==> src/rtl/soc_periph_arbiter.sv <==
// soc_periph_arbiter
// Two-master round-robin arbiter in front of a single shared peripheral port.
// The winner's address is decoded against the SoC memory map. Misses never
// reach the peripheral: the master receives a local grant followed by an error
// response. Only one transaction is outstanding at a time.
// Optional feature: define SOC_PERIPH_ARB_TIMEOUT_EN to add an 8-bit watchdog.
// The watchdog aborts a stalled request phase or response phase.
module soc_periph_arbiter #(
    parameter int unsigned NrMasters = 2,
    parameter int unsigned AddrWidth = 64,
    parameter int unsigned DataWidth = 64
) (
    input  logic                                     clk_i,
    input  logic                                     rst_ni,
    input  logic [NrMasters-1:0]                     m_req_i,
    input  logic [NrMasters-1:0]                     m_we_i,
    input  logic [NrMasters-1:0][AddrWidth-1:0]      m_addr_i,
    input  logic [NrMasters-1:0][DataWidth-1:0]      m_wdata_i,
    input  logic [NrMasters-1:0][DataWidth/8-1:0]    m_be_i,
    output logic [NrMasters-1:0]                     m_gnt_o,
    output logic [NrMasters-1:0]                     m_rvalid_o,
    output logic [NrMasters-1:0]                     m_err_o,
    output logic [DataWidth-1:0]                     m_rdata_o,
    output logic                                     s_req_o,
    output logic                                     s_we_o,
    output logic [AddrWidth-1:0]                     s_addr_o,
    output logic [DataWidth-1:0]                     s_wdata_o,
    output logic [DataWidth/8-1:0]                   s_be_o,
    output logic [10:0]                              s_sel_o,
    input  logic                                     s_gnt_i,
    input  logic                                     s_rvalid_i,
    input  logic                                     s_err_i,
    input  logic [DataWidth-1:0]                     s_rdata_i
);

    localparam int unsigned NrRegions = 11;

    // Region table. The index is the select bit:
    // CLIC=0, DRAM=1, GPIO=2, Ethernet=3, SPI=4, Timer=5, UART=6,
    // PLIC=7, CLINT=8, ROM=9, Debug=10.
    localparam logic [NrRegions-1:0][63:0] RegionBase = {
        64'h0000_0000,      // Debug
        64'h0001_0000,      // ROM
        64'h0200_0000,      // CLINT
        64'h0C00_0000,      // PLIC
        64'h1000_0000,      // UART
        64'h1800_0000,      // Timer
        64'h2000_0000,      // SPI
        64'h3000_0000,      // Ethernet
        64'h4000_0000,      // GPIO
        64'h8000_0000,      // DRAM
        64'h5000_0000       // CLIC
    };
    localparam logic [NrRegions-1:0][63:0] RegionLen = {
        64'h0000_1000,      // Debug
        64'h0001_0000,      // ROM
        64'h000C_0000,      // CLINT
        64'h03FF_FFFF,      // PLIC
        64'h0000_1000,      // UART
        64'h0000_1000,      // Timer
        64'h0080_0000,      // SPI
        64'h0001_0000,      // Ethernet
        64'h0000_1000,      // GPIO
        64'h4000_0000,      // DRAM
        64'h03FF_FFFF       // CLIC
    };

    typedef enum logic [2:0] {
        IDLE,
        REQ,
        WAIT_RSP,
        DEC_GNT,
        DEC_RSP
    } state_t;

    state_t                 state_reg;
    logic                   prio_reg;      // master that wins a tie
    logic                   win_reg;       // master owning the current transaction
    logic [AddrWidth-1:0]   addr_reg;
    logic                   we_reg;
    logic [DataWidth-1:0]   wdata_reg;
    logic [DataWidth/8-1:0] be_reg;
    logic [NrRegions-1:0]   sel_reg;

    logic                   win_next;
    logic [63:0]            cand_addr;
    logic [NrRegions-1:0]   dec_sel;
    logic                   timeout;
    logic                   gnt_fire;
    logic                   rsp_fire;
    logic                   rsp_any;
    logic                   err_any;

    // On a tie, the master not served last wins. A lone requester always wins.
    assign win_next  = (m_req_i[0] & m_req_i[1]) ? prio_reg : m_req_i[1];
    assign cand_addr = 64'(m_addr_i[win_next]);

    // The unsigned offset wraps to a huge value below Base.
    // Therefore a single compare covers Base <= addr < Base+Length.
    generate
        for (genvar gi = 0; gi < NrRegions; gi++) begin : g_decode
            assign dec_sel[gi] = (cand_addr - RegionBase[gi]) < RegionLen[gi];
        end
    endgenerate

`ifdef SOC_PERIPH_ARB_TIMEOUT_EN
    logic [7:0] to_cnt_reg;

    assign timeout = (state_reg == REQ || state_reg == WAIT_RSP) && (to_cnt_reg == 8'hFF);

    // Watchdog: restarts when a hit enters REQ.
    // It keeps counting through REQ and WAIT_RSP.
    always_ff @(posedge clk_i or negedge rst_ni) begin
        if (!rst_ni) begin
            to_cnt_reg <= 8'd0;
        end else if (state_reg == IDLE) begin
            to_cnt_reg <= 8'd0;
        end else if ((state_reg == REQ || state_reg == WAIT_RSP) && !timeout) begin
            to_cnt_reg <= to_cnt_reg + 8'd1;
        end
    end
`else
    assign timeout = 1'b0;
`endif

    // Transaction FSM: arbitrate, latch, handshake with the peripheral or
    // emit a local decode error, then hand priority to the other master.
    always_ff @(posedge clk_i or negedge rst_ni) begin
        if (!rst_ni) begin
            state_reg <= IDLE;
            prio_reg  <= 1'b0;
            win_reg   <= 1'b0;
            addr_reg  <= '0;
            we_reg    <= 1'b0;
            wdata_reg <= '0;
            be_reg    <= '0;
            sel_reg   <= '0;
        end else begin
            case (state_reg)
                IDLE: begin
                    if (|m_req_i) begin
                        win_reg   <= win_next;
                        addr_reg  <= m_addr_i[win_next];
                        we_reg    <= m_we_i[win_next];
                        wdata_reg <= m_wdata_i[win_next];
                        be_reg    <= m_be_i[win_next];
                        sel_reg   <= dec_sel;
                        state_reg <= (|dec_sel) ? REQ : DEC_GNT;
                    end
                end
                REQ: begin
                    if (timeout) begin
                        state_reg <= DEC_GNT;
                    end else if (s_gnt_i) begin
                        state_reg <= WAIT_RSP;
                    end
                end
                WAIT_RSP: begin
                    if (timeout) begin
                        state_reg <= DEC_RSP;
                    end else if (s_rvalid_i) begin
                        prio_reg  <= ~win_reg;
                        state_reg <= IDLE;
                    end
                end
                DEC_GNT: begin
                    state_reg <= DEC_RSP;
                end
                DEC_RSP: begin
                    prio_reg  <= ~win_reg;
                    state_reg <= IDLE;
                end
                default: begin
                    state_reg <= IDLE;
                end
            endcase
        end
    end

    // Peripheral side: the request is live only in REQ.
    // The select line is quiet otherwise.
    assign s_req_o   = (state_reg == REQ) && !timeout;
    assign s_sel_o   = s_req_o ? sel_reg : '0;
    assign s_addr_o  = addr_reg;
    assign s_we_o    = we_reg;
    assign s_wdata_o = wdata_reg;
    assign s_be_o    = be_reg;

    // Master side events. Grant and response follow the peripheral in the
    // same cycle. Decode errors come from the DEC_* states.
    assign gnt_fire  = (s_req_o && s_gnt_i) || (state_reg == DEC_GNT);
    assign rsp_fire  = (state_reg == WAIT_RSP) && s_rvalid_i && !timeout;
    assign rsp_any   = rsp_fire || (state_reg == DEC_RSP);
    assign err_any   = (rsp_fire && s_err_i) || (state_reg == DEC_RSP);
    assign m_rdata_o = rsp_fire ? s_rdata_i : '0;

    // Route events to the winner only; the other master sees zeros.
    generate
        for (genvar gi = 0; gi < NrMasters; gi++) begin : g_master
            assign m_gnt_o[gi]    = gnt_fire && (win_reg == 1'(gi));
            assign m_rvalid_o[gi] = rsp_any  && (win_reg == 1'(gi));
            assign m_err_o[gi]    = err_any  && (win_reg == 1'(gi));
        end
    endgenerate

endmodule

==> config.mk <==
export PLATFORM = sky130hd
export DESIGN_NAME = soc_periph_arbiter
export DESIGN_NICKNAME = d
export VERILOG_FILES = /design/src/rtl/soc_periph_arbiter.sv
export SDC_FILE = /design/constraint.sdc
export NUM_CORES = 1
export LEC_CHECK = 0
export ABC_AREA = 1
export CAP_MARGIN = 25
export CORE_AREA = 4 4 219 221
export DETAILED_ROUTE_END_ITERATION = 8
export DIE_AREA = 0 0 223 225
export MAX_ROUTING_LAYER = met4
export PLACE_DENSITY_LB_ADDON = 0.3
export SETUP_SLACK_MARGIN = 0.05
export SYNTH_ARGS = -nofsm -noshare
export SYNTH_HDL_FRONTEND = slang
export SYNTH_SLANG_ARGS = --single-unit
==> constraint.sdc <==
create_clock -name clk_i -period 2.5 [get_ports clk_i]
set_input_delay 0.5 -clock clk_i [delete_from_list [all_inputs] [get_ports clk_i]]
set_output_delay 0.5 -clock clk_i [all_outputs]
set_load 0.005 [all_outputs]
**Word-level counts from Yosys, hierarchy flattened**

Index checks and enable logic that the tools add are counted.

- RAM bits: 0
- Logic and storage cells: 76
- Memories kept: 0
- Output and inout port bits: 219
- Bits in read-only memories: 0
- Register bits after elaboration: 153
- Input port bits: 345
- Bits in latches: 0

- Add/subtract/negate cells: 10
- Reductions and logical operators: 19
- Muxes and demuxes: 18
- Magnitude comparators: 12
- Equal/unequal tests: 7
- Bitwise operators: 2
- Shift-type cells: 0
- $mul: 0
- Divide/modulo/power cells: 0

Operators with widths:

| kind | number |
|---|---|
| $mux 64 | 5 |
| $lt 64x13->1 const B | 4 |
| $lt 64x17->1 const B | 2 |
| $lt 64x26->1 const B | 2 |
| $sub 64x29->64 const B | 2 |
| $sub 64x30->64 const B | 2 |
| $sub 64x31->64 const B | 2 |
| $lt 64x20->1 const B | 1 |
| $lt 64x24->1 const B | 1 |
| $lt 64x31->1 const B | 1 |
| $sub 64x17->64 const B | 1 |
| $sub 64x26->64 const B | 1 |
| $sub 64x28->64 const B | 1 |
| $sub 64x32->64 const B | 1 |
| $mux 8 | 2 |
| $pmux 3 s4 | 1 |
| $mux 11 | 1 |
| $reduce_or 11->1 | 1 |
| $logic_and 1x1->1 | 9 |
| $mux 3 | 3 |
| $eq 3x2->1 const B | 2 |
| $mux 1 | 4 |
| $ne 2x2->1 const B | 2 |
| $reduce_and 2->1 | 2 |
| 13 further kinds | 15 |

**Logic depth before layout (Yosys ltp)**

- Depth in word-level cells: 10
- Mapped depth: 25
- Mapped depth without buffers: 23

**Worst setup path after synthesis**

No wires, ideal clock.

- Path type: input port to flip-flop
- Start point: in m_req_i[1]
- End point: reg state_reg[1]
- Slack: -151 ps
- Path buffers: 4
- Data required time: 2376 ps
- Stages on the path: 22
- Arrival time: 2527 ps
- Library setup time: 124 ps
- Cells stage by stage: buf_4 > buf_4 > buf_2 > nand3_1 > nand2_1 > buf_2 > nor2_2 > nand2_1 > nor2_1 > nand2_1 > nand2_1 > nand2_1 > nor2_1 > nand2_1 > nor2_1 > nand2_1 > nor2_1 > nor2_1 > nand2_1 > nor2_1 > nand2_1 > a21oi_1

- Word-level cells in the longest chain between the ends: 10
- Elaborated cells on any way between the ends: 32
- Classes of those cells: 10 x add/sub; 11 x order compare; 1 x eq/ne; 6 x mux; 1 x bitwise; 3 x reduce/logical

Ends and longest elaborated chain:

| item | RTL line | text |
|---|---|---|
| start: declaration | 15 | `input logic [NrMasters-1:0] m_req_i,` |
| $and 1x1->1 | 95 | `assign win_next = (m_req_i[0] & m_req_i[1]) ? prio_reg : m_req_i[1];` |
| $mux 1 | 95 |  |
| $mux 64 (not written as such) (2 in series) | 96 | `assign cand_addr = 64'(m_addr_i[win_next]);` |
| $sub 64x31->64 (tied with other cells) | 102 | `assign dec_sel[gi] = (cand_addr - RegionBase[gi]) < RegionLen[gi];` |
| $lt 64x26->1 (tied with other cells) | 102 |  |
| $reduce_or 11->1 | 148 | `state_reg <= (\|dec_sel) ? REQ : DEC_GNT;` |
| $mux 2 | 148 |  |
| $mux 3 | 141 | `if (\|m_req_i) begin` |
| $pmux 3 s4 | 139 | `case (state_reg)` |
| end signal: assignment | 148 |  |
| end: declaration | 76 | `state_t state_reg;` |

Parallel ways exist; a longest one is shown, timed or not. The select of a mux whose other input is x is not followed.
A chain may end at the register's enable or synchronous reset.

**Final worst setup path**

- Start point: reg prio_reg
- End point: reg sel_reg[9]

- Word-level cells in the longest chain between the ends: 5

Ends and longest elaborated chain:

| item | RTL line | text |
|---|---|---|
| start: declaration | 77 | `logic prio_reg;` |
| start signal: assignment | 162 | `prio_reg <= ~win_reg;` |
| start signal: assignment | 170 | `prio_reg <= ~win_reg;` |
| $mux 1 | 95 |  |
| $mux 64 (not written as such) (2 in series) | 96 |  |
| $sub 64x17->64 | 102 |  |
| $lt 64x17->1 | 102 |  |
| end signal: assignment | 147 | `sel_reg <= dec_sel;` |
| end: declaration | 83 | `logic [NrRegions-1:0] sel_reg;` |

No other way between the ends. The select of a mux whose other input is x is not followed.

==> qor.txt <==
STATUS
----------------------------------------------------------------------------------------------------
Result of the run                                                                       complete, but fails checks
Violations in the final reports                                                         setup timing

PWR
----------------------------------------------------------------------------------------------------
Maximum ir drop on the vdd rail                                                             0.738 mV
Total Power Consumption                                                                      22.1 mW
P per Cell Area                                                                          718 nW/um^2
P_leak                                                                                       14.9 nW

SETUP PATH
----------------------------------------------------------------------------------------------------
Data required time at the worst endpoint                                                     2930 ps
Number of cells on the worst reg-to-reg path                                                      21
Largest driver fanout on the critical path                                                        16
Critical Path Start Type                                                                        flop
Data arrival time at the worst-slack endpoint                                                3800 ps
Crit Path Category                                                                        reg -> reg
Worst reg-to-reg setup slack                                                                 -870 ps
Endpoint kind of the worst setup timing path                                                    flop

DRT
----------------------------------------------------------------------------------------------------
First-iteration detailed-routing DRC count                                                      3566
Total via count in the routed design                                                           26557
Average detailed-routed wire length per instance                                             29.1 um
Final routed DRC violation total                                                                   0
Iteration count of the initial detailed-routing pass                                               6
Count of nets left with antenna violations after detail routing                                    0
Ratio of routed vias to standard cells                                                          5.70
Wirelength, routed                                                                            136 mm

GRT
----------------------------------------------------------------------------------------------------
Antenna violations before repair                                                                  28
Total track usage                                                                              50.2%
First-pass GRT wire length                                                                    176 mm
Pin count of the biggest net entering global routing                                              72
Via count of the first global-routing pass                                                     24540
Overflow after GRT                                                                                 0

SYNTHESIS
----------------------------------------------------------------------------------------------------
Post-synthesis instance area                                                             15100 sq um
Synthesis-stage register bit count                                                               153
Yosys synthesis warning count                                                                      0
Area leader, netlist                                                                    sky130_fd_sc_hd__nand2_1
Top cells by area, synth                                                                sky130_fd_sc_hd__nand2_1 (27%), sky130_fd_sc_hd__dfrtp_1 (25%), sky130_fd_sc_hd__nor2_1 (11%), sky130_fd_sc_hd__o21ai_0 (8.8%), sky130_fd_sc_hd__nand3_1 (6.2%)
Portion of the post-synthesis area used by sequential elements                                 25.3%
Post-synthesis cell type count                                                                    33
Top-area cell type share of the netlist area                                                   26.7%
Mean instance size in the synthesized netlist                                             5.49 sq um
Synth Instances                                                                                 2758
Post-Syn Nets                                                                                   3103

TIMING
----------------------------------------------------------------------------------------------------
Slew Limit Fails                                                                                   0
Transition time of the tightest slew-check pin                                                586 ps
Fin crit period                                                                              3370 ps
Final worst setup slack                                                                      -870 ps
Final worst hold slack                                                                        484 ps
RSZ-0062 raised after global routing                                                             yes
Setup total negative slack                                                                 -12930 ps
Crit share post-route                                                                           135%
Final hold violations                                                                              0
Final Setup Violations                                                                            70
Max Freq                                                                                     297 MHz
Max_slew headroom                                                                              61.0%
Worst-case clock skew                                                                        16.6 ps

FINISH
----------------------------------------------------------------------------------------------------
Layout Nets                                                                                     4361
Proportion of layout cells with a drive suffix above 1                                         35.4%
Final core utilization                                                                         66.5%
Fill count                                                                                      3838
Layout overhead on the synthesized area                                                         103%

FLOORPLANNING
----------------------------------------------------------------------------------------------------
# rows                                                                                            79
Horizontal die dimension                                                                      223 um
Die height                                                                                    225 um
Floorplan core area                                                                      46200 sq um
I/O pin cnt                                                                                      564
Die area                                                                                 50200 sq um
Initial core utilization                                                                       32.8%

CLOCK NETWORK
----------------------------------------------------------------------------------------------------
Clock tree from TritonCTS                                                                      built
Number of H-tree levels                                                                            4
Clock-pin slew reported for the worst setup and hold paths after clock tree synthesis          80 ps
Cts bufs inserted                                                                                 17
Sink count of the clock tree                                                                     153
Clock insertion delay at the later pin of the skew report                                     500 ps
Buffers from clock root to sink, at most                                                           2
Root cell of the clock tree                                                             sky130_fd_sc_hd__clkbuf_16

FLOW RUN
----------------------------------------------------------------------------------------------------
Max-capacitance violation count                                                                    0

PLACEMENT
----------------------------------------------------------------------------------------------------
Routability Congestion                                                                          1.14
Quantity of I/O buffers inserted on ports                                                        563
Half-perimeter wire length of the detailed placement result                                   104 mm

MIN PATH
----------------------------------------------------------------------------------------------------
Number of instances on the worst hold path                                                         2
Hold Path Class                                                                           reg -> reg

kinds of logic (layout without fill, tap and decap cells):
family	after synthesis	count (layout)	share of synthesized area (%)
simple gates	1907	1911	53.0
buf+inv	355	1622	9.61
compound gates	323	323	10.9
flops	153	153	25.3
xor+xnor	17	17	0.983
mux	3	3	0.198
other cells	0	25	0
path summary, 6_finish.rpt:
path	endpoint	startpoint
min in group asynchronous	s_wdata_o[17]	rst_ni
max in group asynchronous	s_addr_o[40]	rst_ni
setup / recovery	sel_reg[9]	prio_reg
hold reg to reg	s_addr_o[11]	s_addr_o[11]
setup reg to reg	sel_reg[9]	prio_reg
hold / removal	s_addr_o[11]	s_addr_o[11]
area by class of cell:
| class | instances | area [sq um] | share of cell area (%) |
|---|---|---|---|
| antenna | 25 | 62.6 | 0.204 |
| clock buffer | 18 | 429 | 1.40 |
| clock inverter | 14 | 171 | 0.558 |
| inverter | 258 | 995 | 3.24 |
| multi-input combinational | 2254 | 12300 | 39.9 |
| sequential | 153 | 3830 | 12.5 |
| tap | 607 | 759 | 2.47 |
| timing repair buffer | 1330 | 12200 | 39.7 |
| timing repair inverter | 2 | 23.8 | 0.0774 |
routing by layer:
metal  global-route usage [%]  part of all wire (%)
met2                     71.5                    40
met4                     31.0                   9.7
met5                        -                     0
met3                     16.9                    15
met1                     61.3                    36
metrics by stage:
step | cells | setup slack (ps) | area, sq um
4_1_cts | 4573 | -661 | 28800
3_3_place_gp | 4468 | -1730 | 26500
2_1_floorplan | 2758 | -110 | 15300
6_report | 4661 | -870 | 30700
5_1_grt | 4661 | -940 | 30700
3_5_place_dp | 4468 | -1750 | 26500
cells in the final DEF, fill, tap and decap left out, types with 11 or more instances in the layout:
cell                                n
sky130_fd_sc_hd__nor2_2            94
sky130_fd_sc_hd__buf_12            53
sky130_fd_sc_hd__nor2_4           158
sky130_fd_sc_hd__inv_2             16
sky130_fd_sc_hd__o21ai_1           30
sky130_fd_sc_hd__dfrtp_1          153
sky130_fd_sc_hd__nand3b_1          36
sky130_fd_sc_hd__diode_2           25
sky130_fd_sc_hd__nand4_1           30
sky130_fd_sc_hd__clkbuf_16         21
sky130_fd_sc_hd__nand3_2           27
sky130_fd_sc_hd__a21oi_1           22
sky130_fd_sc_hd__buf_6             86
sky130_fd_sc_hd__nand3_1          156
sky130_fd_sc_hd__o21ai_0          244
sky130_fd_sc_hd__nand2_4           59
sky130_fd_sc_hd__buf_2             48
sky130_fd_sc_hd__xor2_1            14
sky130_fd_sc_hd__inv_1            227
sky130_fd_sc_hd__nand2_1          918
sky130_fd_sc_hd__buf_4            628
sky130_fd_sc_hd__nand2_8           11
sky130_fd_sc_hd__clkbuf_2          15
sky130_fd_sc_hd__nand2_2          141
sky130_fd_sc_hd__clkdlybuf4s50_1  479
sky130_fd_sc_hd__nor2_1           255
report_power, final:
part	internal [mW]	leakage, nW	switching, mW
Sequential	3.70	1.88	0.999
Clock	1.43	0.296	1.36
Combinational	6.24	12.7	8.33
cell usage after synthesis, drive strengths merged:
cell type,instances
clkbuf,60
nand2,1125
xor2,17
dfrtp,153
a21o,1
nor2,508
nand3b,36
o21ai,287
o211ai,5
nor3,15
nor3b,1
nand3,187
nor4,2
inv,248
mux2i,3
nand4,30
or2,3
a21oi,29
o21a,1
clkinv,10
buf,37
worst max-delay path, cell delays in order, from the launching register on:
cell	delay [ps]
sky130_fd_sc_hd__dfrtp_1	380
sky130_fd_sc_hd__inv_4	80
sky130_fd_sc_hd__nand2_8	180
sky130_fd_sc_hd__buf_12	170
sky130_fd_sc_hd__buf_6	190
sky130_fd_sc_hd__nand3b_1	150
sky130_fd_sc_hd__nand2_4	140
sky130_fd_sc_hd__nand2_2	100
sky130_fd_sc_hd__buf_4	140
sky130_fd_sc_hd__nor2_2	140
sky130_fd_sc_hd__nand2_2	90
sky130_fd_sc_hd__nor2_4	200
sky130_fd_sc_hd__nand2_2	100
sky130_fd_sc_hd__nand2_1	100
sky130_fd_sc_hd__nand4_1	240
sky130_fd_sc_hd__nor2_2	220
sky130_fd_sc_hd__nand2_1	90
sky130_fd_sc_hd__nor2_2	120
sky130_fd_sc_hd__buf_4	130
sky130_fd_sc_hd__a21oi_4	70
sky130_fd_sc_hd__buf_4	140
sky130_fd_sc_hd__a21oi_1	120
what timing repair did:
| action | CTS | global route |
|---|---|---|
| gates cloned | 8 | 8 |
| hold endpoints to repair | 49 | 0 |
| buffers inserted | 64 | 57 |
| pin swaps | 104 | 132 |
| endpoints found under the setup margin | 95 | 96 |
| resized for setup | 517 | 518 |
| hold buffers | 1 | 0 |
Note: power is estimated with default switching activity, not from simulation.
